## config.mk

```make
export PLATFORM = sky130hd
export DESIGN_NAME = digit_display_decoder
export DESIGN_NICKNAME = d
export VERILOG_FILES = /design/src/rtl/digit_display_decoder_pkg.sv /design/src/rtl/digit_display_decoder_seven_seg_decode.sv /design/src/rtl/digit_display_decoder.sv
export SDC_FILE = /design/constraint.sdc
export NUM_CORES = 1
export LEC_CHECK = 0
export ABC_AREA = 0
export BUFFER_PORTS_ARGS = -buffer_cell sky130_fd_sc_hd__clkbuf_2
export CAP_MARGIN = 10
export CORE_MARGIN = 2
export CORE_UTILIZATION = 55
export DETAILED_ROUTE_END_ITERATION = 16
export PLACE_DENSITY = 0.83
export SETUP_SLACK_MARGIN = 0.1
export SLEW_MARGIN = 20
export SYNTH_ARGS = -nofsm -noshare
export SYNTH_HDL_FRONTEND = slang
export SYNTH_HIERARCHICAL = 1
export SYNTH_SLANG_ARGS = --single-unit
```

## constraint.sdc

```tcl
create_clock -name clk -period 2.69 [get_ports clk]
set_input_delay 0.538 -clock clk [delete_from_list [all_inputs] [get_ports clk]]
set_output_delay 0.538 -clock clk [all_outputs]
set_load 0.01 [all_outputs]
```

## src/rtl/digit_display_decoder_pkg.sv

```systemverilog
// digit_disp_pkg: shared state encoding and seven-segment patterns for the digit display path.
package digit_disp_pkg;
  typedef enum logic [1:0] {IDLE, SHOW, ERROR} state_e;
  localparam logic [6:0] SEG_BLANK = 7'b1111111;
  localparam logic [6:0] SEG_E = 7'b0000110;
  // active-low {g,f,e,d,c,b,a}, indexed by digit
  localparam logic [6:0] SEG_DIGITS [0:9] = '{
    7'b1000000, 7'b1111001, 7'b0100100, 7'b0110000, 7'b0011001,
    7'b0010010, 7'b0000010, 7'b1111000, 7'b0000000, 7'b0010000
  };
endpackage

```

## src/rtl/digit_display_decoder_seven_seg_decode.sv

```systemverilog
// seven_seg_decode: 4-bit code to active-low segment pattern; out-of-range codes show E.
module seven_seg_decode
  import digit_disp_pkg::*;
(
  input  logic [3:0] code_i,
  output logic [6:0] seg_o
);
  assign seg_o = (code_i > 4'd9) ? SEG_E : SEG_DIGITS[code_i];
endmodule

```

## src/rtl/digit_display_decoder.sv

```systemverilog
// digit_display_decoder: registered digit to one-hot LED / seven-segment driver with hold timeout and error blink.
module digit_display_decoder
  import digit_disp_pkg::*;
#(
  parameter int HOLD_CYCLES = 250_000_000,
  parameter int BLINK_CYCLES = 25_000_000
) (
  input  logic       clk,
  input  logic       rst,
  input  logic [3:0] D_in,
  input  logic       d_valid,
  output logic [9:0] LED_out,
  output logic [6:0] HEX_out,
  output logic       digit_err
);
  localparam int HW = (HOLD_CYCLES > 0) ? $clog2(HOLD_CYCLES + 1) : 1;
  localparam int BW = $clog2(BLINK_CYCLES + 1);
  state_e state_q, state_d;
  logic [3:0] digit_q, digit_d;
  logic [HW-1:0] hold_cnt_q, hold_cnt_d;
  logic [BW-1:0] blink_cnt_q, blink_cnt_d;
  logic blink_on_q, blink_on_d;
  logic [9:0] led_q, led_d;
  logic [6:0] hex_q, hex_d;
  logic err_q;
  logic [3:0] seg_code;
  logic [6:0] seg_pat;
  logic timeout, blink_wrap;
  assign timeout = (HOLD_CYCLES != 0) && (hold_cnt_q == HW'(HOLD_CYCLES - 1));
  assign blink_wrap = blink_cnt_q == BW'(BLINK_CYCLES - 1);
  always_comb begin
    state_d = state_q;
    digit_d = digit_q;
    hold_cnt_d = hold_cnt_q;
    blink_cnt_d = blink_cnt_q;
    blink_on_d = blink_on_q;
    if (d_valid && D_in <= 4'd9) begin
      state_d = SHOW;
      digit_d = D_in;
      hold_cnt_d = '0;
    end else if (d_valid) begin
      state_d = ERROR;
      hold_cnt_d = '0;
      blink_cnt_d = '0;
      blink_on_d = 1'b1;
    end else if (state_q == SHOW && timeout) begin
      state_d = IDLE;
      hold_cnt_d = '0;
    end else if (state_q == SHOW) begin
      hold_cnt_d = (hold_cnt_q == '1) ? hold_cnt_q : hold_cnt_q + HW'(1);
    end else if (state_q == ERROR) begin
      blink_cnt_d = blink_wrap ? '0 : blink_cnt_q + BW'(1);
      blink_on_d = blink_wrap ? ~blink_on_q : blink_on_q;
    end
  end
  // outputs are decoded from next state so they update on the sampling edge
  assign seg_code = (state_d == ERROR) ? 4'hE : digit_d;
  seven_seg_decode u_seg (.code_i(seg_code), .seg_o(seg_pat));
  always_comb begin
    led_d = (state_d == SHOW) ? 10'(1) << digit_d :
            (state_d == ERROR && blink_on_d) ? 10'h3FF : 10'h000;
    hex_d = (state_d == SHOW || (state_d == ERROR && blink_on_d)) ? seg_pat : SEG_BLANK;
  end
  always_ff @(posedge clk) begin
    if (rst) begin
      state_q <= IDLE;
      digit_q <= '0;
      hold_cnt_q <= '0;
      blink_cnt_q <= '0;
      blink_on_q <= 1'b1;
      led_q <= 10'h000;
      hex_q <= SEG_BLANK;
      err_q <= 1'b0;
    end else begin
      state_q <= state_d;
      digit_q <= digit_d;
      hold_cnt_q <= hold_cnt_d;
      blink_cnt_q <= blink_cnt_d;
      blink_on_q <= blink_on_d;
      led_q <= led_d;
      hex_q <= hex_d;
      err_q <= state_d == ERROR;
    end
  end
  assign LED_out = led_q;
  assign HEX_out = hex_q;
  assign digit_err = err_q;
endmodule
```

== After elaboration in Yosys (flattened, before gate mapping) ==
Memories as Yosys holds them, arrays and structs flattened.
Cells that the tools add are included.

* Output and inout bits: 18
* Bits in registers: 78
* Input port bits: 7
* Memories kept: 1
* ROM bits: 112
* Logic and storage cells: 61

* Bitwise operators: 5
* Reductions and logical operators: 10
* Shifts and indexed selects: 1
* Eq/ne operators: 9
* Order comparisons: 3
* $add $sub $neg: 2
* Muxes and demuxes: 21

{| class="wikitable"
|+ Memories
! name !! words !! bits a word !! rd ports !! clocked after memory_dff !! wr ports !! RTL line !! RTL
|-
| (no name shown) || 16 || 7 || 1 || 0 || 0 || digit_display_decoder_seven_seg_decode.sv:8 || <nowiki>assign seg_o = (code_i > 4'd9) ? SEG_E : SEG_DIGITS[code_i];</nowiki>
|}

{| class="wikitable"
|+ Operator list
! cell !! count
|-
| 2-to-1 mux 25 bit || 5
|-
| equality test 28 bit (second input constant) || 2
|-
| adder 28 x 1 -> 28 bit (second input constant) || 1
|-
| adder 25 x 1 -> 25 bit (second input constant) || 1
|-
| equality test 25 bit (second input constant) || 1
|-
| 2-to-1 mux 7 bit || 3
|-
| 2-to-1 mux 10 bit || 2
|-
| left shift 1 x 4 -> 10 bit (first input constant) || 1
|-
| 2-to-1 mux 4 bit || 2
|-
| 2-to-1 mux 1 bit || 6
|-
| 2-to-1 mux 2 bit || 3
|-
| greater-or-equal comparator 5 bit (second input constant) || 1
|-
| inverter 4 -> 5 bit || 1
|-
| equality test 2 x 1 -> 1 bit (second input constant) || 2
|-
| equality test 2 bit (second input constant) || 2
|-
| greater-than comparator 4 bit (second input constant) || 1
|-
| <= comparator 4 bit (second input constant) || 1
|-
| inequality test 2 bit (second input constant) || 2
|-
| inverter 1 bit || 4
|-
| AND reduction 4 bit || 1
|-
| OR reduction 4 bit || 1
|-
| logical AND 1 bit || 3
|-
| OR reduction 3 bit || 1
|-
| AND reduction 2 bit || 1
|-
| other kinds (3) || 3
|}

== Longest topological paths before layout ==
* Depth after elaboration: 12
* Gate-level depth with buffers: 10
* Mapped depth without buffers: 9

== By module ==
Netlist, hierarchy kept.

{| class="wikitable"
|+ By module, submodules not included
! module !! cells each !! area each (µm²) !! times used !! seq. area each (µm²)
|-
| digit_display_decoder || 455 || 3833.7 || 1 || 1561.5
|-
| seven_seg_decode || 27 || 200.2 || 1 || 0.0
|}

== Worst setup path after synthesis ==
OpenSTA, ideal clock, no wires.

* Path type: input -> register
* Start point: input port d_valid
* End point: register hex_q[3], in the netlist HEX_out[3]
* Path slack: 0.052 ns
* Data arrival time: 2.566 ns
* Buffers on the path: 2
* Stages on the path: 10
* Cell sequence: or3b_2 -> nand2_1 -> clkbuf_1 -> clkbuf_1 -> nor2_1 -> inv_1 -> ha_1 -> or2b_1 -> a21oi_1 -> o21bai_1

* Cells in the longest elaborated chain, start to end: 9
* Elaborated cells between the ends (all ways): 19
* Those cells by class: 1 x order compare; 2 x eq/ne; 9 x mux; 2 x bitwise; 4 x reduce/logical; 1 x memory

{| class="wikitable"
|+ RTL lines
! element !! RTL line !! RTL
|-
| from (decl) || digit_display_decoder.sv:11 || <nowiki>input logic d_valid,</nowiki>
|-
| 2-to-1 mux 2 bit / logical AND 1 bit (equally long branches) || digit_display_decoder.sv:41, digit_display_decoder.sv:37 ||
|-
| 2-to-1 mux 2 bit || digit_display_decoder.sv:37 || <nowiki>if (d_valid && D_in <= 4'd9) begin</nowiki>
|-
| equality test 2 bit || digit_display_decoder.sv:57 || <nowiki>assign seg_code = (state_d == ERROR) ? 4'hE : digit_d;</nowiki>
|-
| 2-to-1 mux 4 bit * || digit_display_decoder.sv:57 ||
|-
| net seg_code[0] || digit_display_decoder.sv:26 || <nowiki>logic [3:0] seg_code;</nowiki>
|-
| inverter 4 -> 5 bit (implied by the code) || digit_display_decoder_seven_seg_decode.sv:8 ||
|-
| memory read (16 x 7 bit) || -- ||
|-
| 2-to-1 mux 7 bit (implied by the code) (2 in series) || digit_display_decoder_seven_seg_decode.sv:8 ||
|-
| 2-to-1 mux 7 bit * || digit_display_decoder_seven_seg_decode.sv:8 ||
|-
| net seg_pat[3] || digit_display_decoder.sv:27 || <nowiki>logic [6:0] seg_pat;</nowiki>
|-
| to (signal assigned) || digit_display_decoder.sv:72 || <nowiki>hex_q <= SEG_BLANK;</nowiki>
|-
| to (signal assigned) || digit_display_decoder.sv:81 || <nowiki>hex_q <= hex_d;</nowiki>
|-
| to (decl) || digit_display_decoder.sv:24 || <nowiki>logic [6:0] hex_q, hex_d;</nowiki>
|}

The timed path passes the listed nets; every way through them passes the cells marked *. The select of a mux whose other input is x is not followed.
A chain may end at the register's enable or synchronous reset.

== Worst setup path after layout ==
* Start point: register blink_cnt_q[0]
* End point: register led_q[2], in the netlist LED_out[2]

* Cells in the longest elaborated chain, start to end: 10

{| class="wikitable"
|+ RTL lines
! element !! RTL line !! RTL
|-
| from (decl) || digit_display_decoder.sv:21 || <nowiki>logic [BW-1:0] blink_cnt_q, blink_cnt_d;</nowiki>
|-
| from (signal assigned) || digit_display_decoder.sv:78 || <nowiki>blink_cnt_q <= blink_cnt_d;</nowiki>
|-
| equality test 25 bit || digit_display_decoder.sv:30 || <nowiki>assign blink_wrap = blink_cnt_q == BW'(BLINK_CYCLES - 1);</nowiki>
|-
| 2-to-1 mux 1 bit || digit_display_decoder.sv:53 || <nowiki>blink_on_d = blink_wrap ? ~blink_on_q : blink_on_q;</nowiki>
|-
| 2-to-1 mux 1 bit || digit_display_decoder.sv:51 || <nowiki>end else if (state_q == ERROR) begin</nowiki>
|-
| 2-to-1 mux 1 bit || digit_display_decoder.sv:49 || <nowiki>end else if (state_q == SHOW) begin</nowiki>
|-
| 2-to-1 mux 1 bit || digit_display_decoder.sv:46 || <nowiki>end else if (state_q == SHOW && timeout) begin</nowiki>
|-
| 2-to-1 mux 1 bit || digit_display_decoder.sv:41 || <nowiki>end else if (d_valid) begin</nowiki>
|-
| 2-to-1 mux 1 bit || digit_display_decoder.sv:37 ||
|-
| logical AND 1 bit || digit_display_decoder.sv:61 || <nowiki>(state_d == ERROR && blink_on_d) ? 10'h3FF : 10'h000;</nowiki>
|-
| 2-to-1 mux 10 bit || digit_display_decoder.sv:61 ||
|-
| 2-to-1 mux 10 bit || digit_display_decoder.sv:60 || <nowiki>led_d = (state_d == SHOW) ? 10'(1) << digit_d :</nowiki>
|-
| to (signal assigned) || digit_display_decoder.sv:80 || <nowiki>led_q <= led_d;</nowiki>
|-
| to (decl) || digit_display_decoder.sv:23 || <nowiki>logic [9:0] led_q, led_d;</nowiki>
|}

Every way passes these cells.

==> results by group <==
Setup path
  • Crit start category: flop
  • Worst Setup End Kind: flop
  • Flop2flop setup slack: 0.26 ns
  • Max FO, Critical Path: 10
  • Number of cells on the worst reg-to-reg path: 6
  • R2r startpoint: blink_cnt_q[0]
  • Critical path arrival: 2.65 ns
  • R2r endpoint: LED_out[2]
  • WP data required: 2.91 ns
  • Worst Setup Path Type: reg2reg

Final layout
  • P&R area growth vs syn: 11.0%
  • Layout Utilization: 62.4%
  • Post-layout instance count excluding filler cells: 613
  • Layout Nets: 523
  • Ratio of cells with drive above 1 in the final layout: 13.2%
  • Diodes inserted: 0

Global routing
  • Grt ovf: 0
  • First-pass GRT wire length: 15300 um
  • Vias in the first global route: 3281
  • GRT Total Usage: 23.9%
  • Initial antenna violation count: 0
  • Largest net degree at the start of global routing: 30

Clock tree
  • TritonCTS clock tree: done
  • CTS root buffer: clkbuf_8
  • Clock Path Buffers: 2
  • Max H-tree Level: 3
  • Clk slew on worst S/H paths: 0.08 ns
  • CTS sink cnt: 78
  • Clk_lat worst skew: 0.36 ns
  • Num CTS Buffers: 9

Worst hold path
  • Worst Hold Depth: 2
  • Worst min-delay path startpoint: blink_cnt_q[1]
  • HP Class: reg2reg
  • Hold Path End: blink_cnt_q[1]

Synth
  • Flops & latches, synth: 78
  • Post-synthesis cell type count: 60
  • Synth Warn #: 6
  • Area contributors post-synth: dfxtp_1 39%, nand2_1 3.9%, nand3_1 3.7%
  • Synthesized area: 0.00403 sq mm
  • Most common flop cell mapped by yosys: dfxtp_1
  • Sequential element share of the synthesized area: 38.7%
  • Area fraction of the dominant cell type after synthesis: 38.7%
  • Post-synth top area cell: dfxtp_1
  • EDFF count, synth: 0
  • Syn Inst Count: 482
  • Async S/R FF share, synth: 0%
  • Post-synthesis average cell area: 8.37 sq um
  • Syn nets: 496

STA
  • Skew final: 0.0149 ns
  • Max transition margin: 45.7%
  • Slew at the pin closest to its max-slew limit: 0.810 ns
  • Unrepaired setup endpoints after global routing: no
  • F_max: 0.412 GHz
  • Tmin final: 2.43 ns
  • Setup Viol. Count Final: 0
  • TNS Setup: 0 ns
  • Period utilization: 90.3%
  • Slew Viols, Final: 0
  • Final hold violation count: 0

Power
  • Maximum VDD drop: 0.255 mV
  • Cell area power density: 498 mW/mm^2
  • Leakage: 1.52 nW

Detailed routing
  • Avg WL per Cell: 15.2 um
  • WL final: 9300 um
  • Final ANT Viol Nets: 0
  • DR vias: 3818
  • Drc violations: 0
  • DRT Pass-1 Iters: 7
  • Vias/cell: 6.23
  • Initial DRC count: 268

Placed design
  • Detailed placement HPWL: 6630 um
  • DP Cell Count: 597
  • Port Buf Inserts: 24
  • Final GP Congestion: 0.908

Job
  • Max Cap Violations: 0

Die
  • Rows: 31
  • Die Span X: 89.6 um
  • Initial core utilization: 56.2%
  • I/O pin cnt: 25
  • Core area: 0.00718 sq mm
  • Total die area: 0.00804 sq mm
  • Die H: 89.6 um

Status
  • Status: completed
-- cell type report --
cell class                 count  area, sq um
clock buffer                  11          141
clock inverter                 5         35.0
fill                         609         2700
inverter                      13         48.8
multi-input combinational    367         2310
sequential                    78         1560
tap                           99          124
timing repair buffer          40          253
-- cells by family after synthesis --
logic type               share of synthesized area [%]
buffers and inverters                             4.09
AO/OA/AOI/OAI                                     17.4
AND/OR/NAND/NOR                                   31.5
flip-flops                                        38.7
XOR/XNOR                                          4.34
adder cells (fa/ha/maj)                           2.17
multiplexers                                      1.74
-- cell usage in the layout (no fill, tap or decap), types with 3 or more instances in the layout --
master	netlist	routed
dfxtp_1	78	78
nand2_1	42	42
nor2_1	40	40
nand3_1	30	30
a21oi_1	26	26
nand4_1	24	24
clkbuf_2	0	24
o21ai_0	23	23
buf_4	0	15
inv_1	13	13
or3_1	12	12
xor2_1	11	11
clkbuf_8	0	10
a31oi_1	9	9
and3_1	9	9
xnor2_1	9	9
nand2b_1	8	8
o21bai_1	8	8
mux2i_1	7	7
or4_1	7	7
nor4_1	7	7
o41ai_1	7	7
ha_1	7	7
and4_1	6	6
o211ai_1	5	5
or4b_2	5	5
a211oi_1	5	5
a41oi_1	5	5
nor3_1	4	4
nand4b_1	4	4
and2_1	3	3
nand4bb_1	3	3
o22ai_1	3	3
a2111oi_0	3	3
a31o_2	3	3
-- state kept, by name, summed over array words and instances (netlist names) --
register,flops
HEX_out,7
blink_cnt_q,25
hold_cnt_q,28
digit_err,1
LED_out,10
state_q,2
digit_q,4
blink_on_q,1
-- stage by stage --
step                power [mW]  cell area (sq um)  hold slack (ns)  worst slack (ns)
global placement          1.45               4290            0.477             0.302
detailed placement        1.46               4290            0.483             0.146
floorplan                 1.39               4040            0.461             0.137
finish                    2.23               4480            0.489             0.260
CTS                       2.24               4470            0.493             0.215
global route              2.33               4480            0.513             0.111
-- power breakdown --
| group | internal (mW) | switching, mW | total (mW) |
|---|---|---|---|
| Sequential | 1.18 | 0.0106 | 1.19 |
| Clock | 0.360 | 0.432 | 0.792 |
| Combinational | 0.0923 | 0.152 | 0.244 |
-- timing repair --
action	CTS	global route
endpoints found under the hold margin	0	0
setup endpoints to repair	0	5
hold buffers	0	0
buffers inserted	0	0
gates resized for setup	0	1
-- layer usage --
metal  global-route usage, %  routed length [um]  vias to the layer above  part of all wire [%]
met5                       0                   0                        -                     0
met4                    7.60                 248                        0                   2.7
met3                    5.85                 476                       29                   5.1
met2                    39.1                4520                      121                    49
met1                    31.0                4050                     1812                    44
li1                        -                   -                     1856                     -
-- Yosys cell counts (all sizes together), types with 2 or more instances --
library cell,number
dfxtp,78
nand2,42
nor2,40
nand3,30
a21oi,27
nand4,24
o21ai,24
clkbuf,18
inv,13
or3,12
xor2,11
a31oi,9
and3,9
xnor2,9
nand2b,8
nor4,8
o21bai,8
or4,8
ha,7
mux2i,7
o41ai,7
and4,6
buf,6
a211oi,5
a41oi,5
o211ai,5
or4b,5
and2,4
nand4b,4
nor3,4
a2111oi,3
a31o,3
nand4bb,3
o22ai,3
or2,3
nand3b,2
nor2b,2
nor3b,2
nor4b,2
nor4bb,2
o31ai,2
or3b,2
-- critical path, stage by stage, from the launching register on --
cell       delay (ns)
dfxtp_1          0.39
ha_1             0.28
nand4bb_1        0.12
or4_1            0.52
or4_4            0.54
nand3_1          0.30
o21ai_0          0.16
-- worst max path at each step --
stage | startpoint | to | cells after the start
2_1_floorplan | d_valid | HEX_out[3] | 10
3_3_place_gp | hold_cnt_q[10] | LED_out[3] | 5
3_5_place_dp | D_in[2] | HEX_out[4] | 10
4_1_cts | hold_cnt_q[10] | LED_out[2] | 5
5_1_grt | blink_cnt_q[0] | LED_out[6] | 6
6_report | blink_cnt_q[0] | LED_out[2] | 6
Note: power is estimated with default switching activity, not from simulation.
